--- config.mk ---
export PLATFORM = sky130hd
export DESIGN_NAME = serial_subtractor
export DESIGN_NICKNAME = d
export VERILOG_FILES = /design/src/rtl/serial_subtractor.sv
export SDC_FILE = /design/constraint.sdc
export NUM_CORES = 1
export LEC_CHECK = 0
export CAP_MARGIN = 20
export CORE_MARGIN = 1.5
export CORE_UTILIZATION = 54
export DETAILED_ROUTE_END_ITERATION = 8
export PLACE_DENSITY = 0.82
export SLEW_MARGIN = 20
export SYNTH_ARGS = -nofsm -noshare
export SYNTH_HDL_FRONTEND = slang
export SYNTH_SLANG_ARGS = --single-unit
--- constraint.sdc ---
create_clock -name clk -period 2 [get_ports clk]
set_clock_uncertainty 0.05 [all_clocks]
set_input_delay 0.3 -clock clk [delete_from_list [all_inputs] [get_ports clk]]
set_output_delay 0.3 -clock clk [all_outputs]
set_load 0.01 [all_outputs]
--- src/rtl/serial_subtractor.sv ---
// Bit-serial full subtractor: one full-subtractor cell plus a borrow FF, LSB first.
// Define SERIAL_SUB_OVF_EN to add the registered signed-overflow output ovf.
module serial_subtractor #(
   parameter int WIDTH = 8
) (
   input  logic             clk,
   input  logic             rst,
   input  logic             start,
   input  logic [WIDTH-1:0] a,
   input  logic [WIDTH-1:0] b,
   input  logic             bin,
   output logic             busy,
   output logic             done,
   output logic [WIDTH-1:0] diff,
   output logic             bout
`ifdef SERIAL_SUB_OVF_EN
   ,
   output logic             ovf
`endif
);

   localparam int CW = $clog2(WIDTH);

   localparam logic [1:0] S_IDLE = 2'd0;
   localparam logic [1:0] S_RUN  = 2'd1;
   localparam logic [1:0] S_DONE = 2'd2;

   logic [1:0]       state;
   logic [WIDTH-1:0] a_sr, b_sr, res_sr;
   logic             brw;
   logic [CW-1:0]    cnt;

   logic a0, b0, d, brw_nxt, last;

   assign a0      = a_sr[0];
   assign b0      = b_sr[0];
   assign d       = a0 ^ b0 ^ brw;
   assign brw_nxt = (~a0 & b0) | (~(a0 ^ b0) & brw);
   assign last    = (cnt == CW'(WIDTH - 1));
   assign busy    = (state != S_IDLE);

   always_ff @(posedge clk) begin
      if (rst) begin
         state  <= S_IDLE;
         a_sr   <= '0;
         b_sr   <= '0;
         res_sr <= '0;
         brw    <= 1'b0;
         cnt    <= '0;
         done   <= 1'b0;
         diff   <= '0;
         bout   <= 1'b0;
`ifdef SERIAL_SUB_OVF_EN
         ovf    <= 1'b0;
`endif
      end else begin
         done <= 1'b0;
         case (state)
            S_IDLE: begin
               if (start) begin
                  a_sr  <= a;
                  b_sr  <= b;
                  brw   <= bin;
                  cnt   <= '0;
                  state <= S_RUN;
               end
            end
            S_RUN: begin
               a_sr   <= a_sr >> 1;
               b_sr   <= b_sr >> 1;
               res_sr <= {d, res_sr[WIDTH-1:1]};
               brw    <= brw_nxt;
               cnt    <= cnt + 1'b1;
               if (last) begin
                  diff  <= {d, res_sr[WIDTH-1:1]};
                  bout  <= brw_nxt;
                  done  <= 1'b1;
                  state <= S_DONE;
`ifdef SERIAL_SUB_OVF_EN
                  // On the last bit a0/b0 are the captured sign bits and d is the result sign.
                  ovf   <= (a0 != b0) && (d != a0);
`endif
               end
            end
            S_DONE:  state <= S_IDLE;
            default: state <= S_IDLE;
         endcase
      end
   end

endmodule

# Word level (Yosys, flattened, before mapping)
# Index checks and enable logic that the tools add are counted.
# word_totals
register_bits	40
inputBits	20
elab_cells	41
output_inout_bits	11
# op_classes
eq_ne	4
muxes	12
addsub	1
reduce_logical	7
bitwise	8
# op_table
op	count
case mux 8 bit (2 select lines)	2
2-to-1 mux 8 bit	2
case mux 3 bit (2 select lines)	1
AND reduction 2 bit	3
2-to-1 mux 2 bit	2
inequality test 2 bit (second input constant)	2
case mux 2 bit (2 select lines)	1
nonzero test 2 bit	2
adder 3 x 1 -> 3 bit (second input constant)	1
equality test 3 bit (second input constant)	1
2-to-1 mux 3 bit	1
inverter 1 bit	3
bitwise AND 1 bit	2
equality test 2 x 1 -> 1 bit (second input constant)	1
logical NOT 2 bit	1
2-to-1 mux 1 bit	2
case mux 1 bit (2 select lines)	1
OR reduction 2 bit	1
bitwise XOR 1 bit	2
OR 1 bit	1

# Logic depth before layout (Yosys ltp)
# Gate-level depths: netlist of run 1.
# logic_depth
word_depth	5
depth_mapped	6
mapped_depth_nobuf	5

# Least setup slack after synthesis of run 1
# OpenSTA, ideal clock, no wires.
# synth_path
kind	register to register
startpoint	register cnt[0]
endpoint	register state[0]
setup_slack_ns	0.679
setup_ns	0.140
arrival_ns	1.131
path_stages_with_launch	7
path_buffers	1
required_time_ns	1.810
period_less_slack_ns	1.321
path_cell_list	dfxtp_1 > ha_1 > ha_1 > clkbuf_1 > inv_1 > mux2i_1 > nor3_1
# synth_via
elab_chain_cells	3
# synth_rtl
item	line	text
start, declared	31	logic [CW-1:0] cnt;
start signal, assigned	73	cnt <= cnt + 1'b1;
equality test 3 bit	39	assign last = (cnt == CW'(WIDTH - 1));
net last	33	logic a0, b0, d, brw_nxt, last;
inequality test 2 bit (no line)	-	
AND reduction 2 bit (no line)	-	
end signal, assigned	44	state <= S_IDLE;
end signal, assigned	65	state <= S_RUN;
end signal, assigned	78	state <= S_DONE;
end, declared	28	logic [1:0] state;
# The timed path passes the listed nets, and every way through them passes these cells.
# A chain may end at the register's enable or synchronous reset.

# Final worst setup path of run 1
# layout_path
startpoint	register state[1]
endpoint	output busy
# layout_via
elab_chain_cells	1
# layout_rtl
item	line	text
nonzero test 2 bit	40	assign busy = (state != S_IDLE);
end, declared	12	output logic busy,
# No other way between the ends.

==> results of run 1 <==
## registers in the layout (all words and copies together) (netlist names)
name / flops
cnt: 3
bout: 1
a_sr: 8
brw: 1
done: 1
diff: 8
state: 2
b_sr: 8
res_sr: 7
## kinds of logic (layout without fill, tap and decap cells)
logic type,after synthesis,in the layout,synth area share
compound gates,40,40,0.193
flops,39,39,0.479
mux,15,15,0.0920
simple gates,57,57,0.149
fa+ha+maj,3,3,0.0276
buf+inv,16,50,0.0598
## stage by stage
stage | setup slack, ns | util
CTS | 0.104 | 0.714
global route | 0.0516 | 0.714
detailed placement | 0.364 | 0.694
finish | 0.113 | 0.714
floorplan | 0.679 | -
global placement | 0.442 | 0.694
## final cells by class
class	count	area, sq um
multi-input cells	115	753
repair buffers	38	360
fillers	224	803
clock inverters	2	12.5
well taps	31	38.8
inverters	4	15.0
flip-flops and latches	39	781
clock buffers	6	41.3
## layout by cell type, fill, tap and decap left out, drive strengths merged, types with 2 or more instances in the layout
master	synthesis	routed
a21oi	16	16
clkbuf	3	6
a22oi	4	4
mux2i	15	15
clkdlybuf4s50	0	30
buf	9	8
ha	2	2
nor2	21	21
nand3	8	8
inv	4	4
a211oi	15	15
nand2	22	22
dfxtp	39	39
## worst max-delay path: stages, from the launching register on
cell,delay [ns]
dfxtp_1,0.40
or2_2,0.32
clkdlybuf4s50_1,0.49
## worst min-delay path by stage
stage | startpoint | end
finish | diff[5] | diff[5]
CTS | diff[5] | diff[5]
detailed placement | diff[5] | diff[5]
floorplan | bin | brw
global placement | res_sr[1] | res_sr[1]
global route | res_sr[1] | res_sr[1]
## routing by layer
metal,GRT usage,routed length [microns],vias up,share of wire
met5,0,0,-,0
met4,0.0698,55,0,0.017
met3,0.0491,138,8,0.044
met2,0.341,1470,28,0.47
met1,0.243,1490,605,0.47
li1,-,-,658,-
## power breakdown
part	internal, mW	leakage [nW]	switching (mW)
clock	0.136	0.0282	0.248
combinational	0.104	0.394	0.100
sequential	0.813	0.319	0.0219
total	1.05	0.741	0.370
==> summary.txt, run 1 <==
Initial Utilization: 0.582
Total grt overflow: 0
GRT Overall Usage: 0.199
WP data arrival: 1.54 ns
CTS tree: built
Max IR drop VDD: 0.604 mV
Flops & latches, synth: 39
Worst r2r path cells: 5
F_max: 530 MHz
Syn_area_per_cell: 9.60 sq um
Synth warn: 0
Ant diodes: 0
Reg2reg end: b_sr[2]
Setup tns final: 0 ns
P&R area growth vs syn: 22.7%
I/O pins: 31
FFs w/ async S/R, synth: 0
Hold Violations, Final: 0
Count leader, synth: dfxtp_1
Worst Path Required: 1.65 ns
Max cap viols: 0
Nets@finish: 226
Worst hold path depth: 2
Post-synth EDFFs: 0
CP startpoint kind: flop
Final HPWL DP: 2300 microns
CTS Root Cell: clkbuf_4
WS Path Type: reg2out
Rel. slew slack: 0.714
Worst reg2reg path startpoint: state[0]
Total vias in the final route: 1299
Hold Slack: 0.411 ns
Vias per std cell: 5.53
Core area: 2810 sq um
Synthesized area: 1630 sq um
Final Max Tran Viols: 0
First-pass GRT wire length: 5150 microns
Worst skew pair latency: 0.34 ns
Critical Path Start: state[1]
Crit share post-route: 0.944
Static Leak: 0.741 nW
CTS max path bufs: 2
DRT Pass-1 Iters: 7
Final wirelength: 3160 microns
Layout cells sized above 1: 0.137
Chip height: 58.0 microns
Placed inst area: 1950 sq um
Residual DRC count: 0
Die Area: 3360 sq um
Yosys cell types: 28
Worst Hold Class: reg2reg
CTS clock-pin slew for the worst setup and hold paths: 0.11 ns
Drt first-iter violations: 58
Commonest cells post-synth: 39 x dfxtp_1, 22 x nand2_1, 21 x nor2_1
Largest cells by area after synthesis: dfxtp_1 48%, mux2i_1 9.2%, a211oi_2 7.7%, nand2_1 5.1%, a21oi_1 4.9%
Final setup violating endpoints: 0
Synthesized instance count: 170
Sequential area share after synthesis: 0.479
End point of the critical path: busy
Hold buffer count at CTS: 0
Post_cts resized: 0
Final Non-Filler Cells: 235
Slew @ Worst Pin: 0.428 ns
Final min period: 1.89 ns
Setup repair bufs after CTS: 0
Main synth FF type: dfxtp_1
Pwr Total: 1.42 mW
Mapped Nets: 193
Site row count: 19
Largest net degree at the start of global routing: 19
Crit path capture type: primary output
Drt wl/cell: 13.4 microns
Clk sinks: 39
CP max FO: 8
Placed Cells: 227
Post-synth top area share: 0.479
Outcome: complete, no violations
Antenna violations before repair: 0
Post-Layout Inst Area: 2000 sq um
Final RePlAce weighted congestion: 0.790
PD cells: 711 nW/um^2
R2R Setup Slk: 0.39 ns
Area leader, netlist: dfxtp_1
Unrepaired setup endpoints after global routing: false
Routed Antenna Nets: 0
IO Port Bufs: 30
Die W: 58.0 microns
CTS Buf Count: 5
H-tree depth: 2
Vias in the first global route: 1267
(Power assumes the default switching activity.)
==> run 2: changes to the inputs <==
CAP_MARGIN = unset   (was 20)
==> results of run 2 <==
The final DEF is identical to that of run 1; final timing and power are the same.
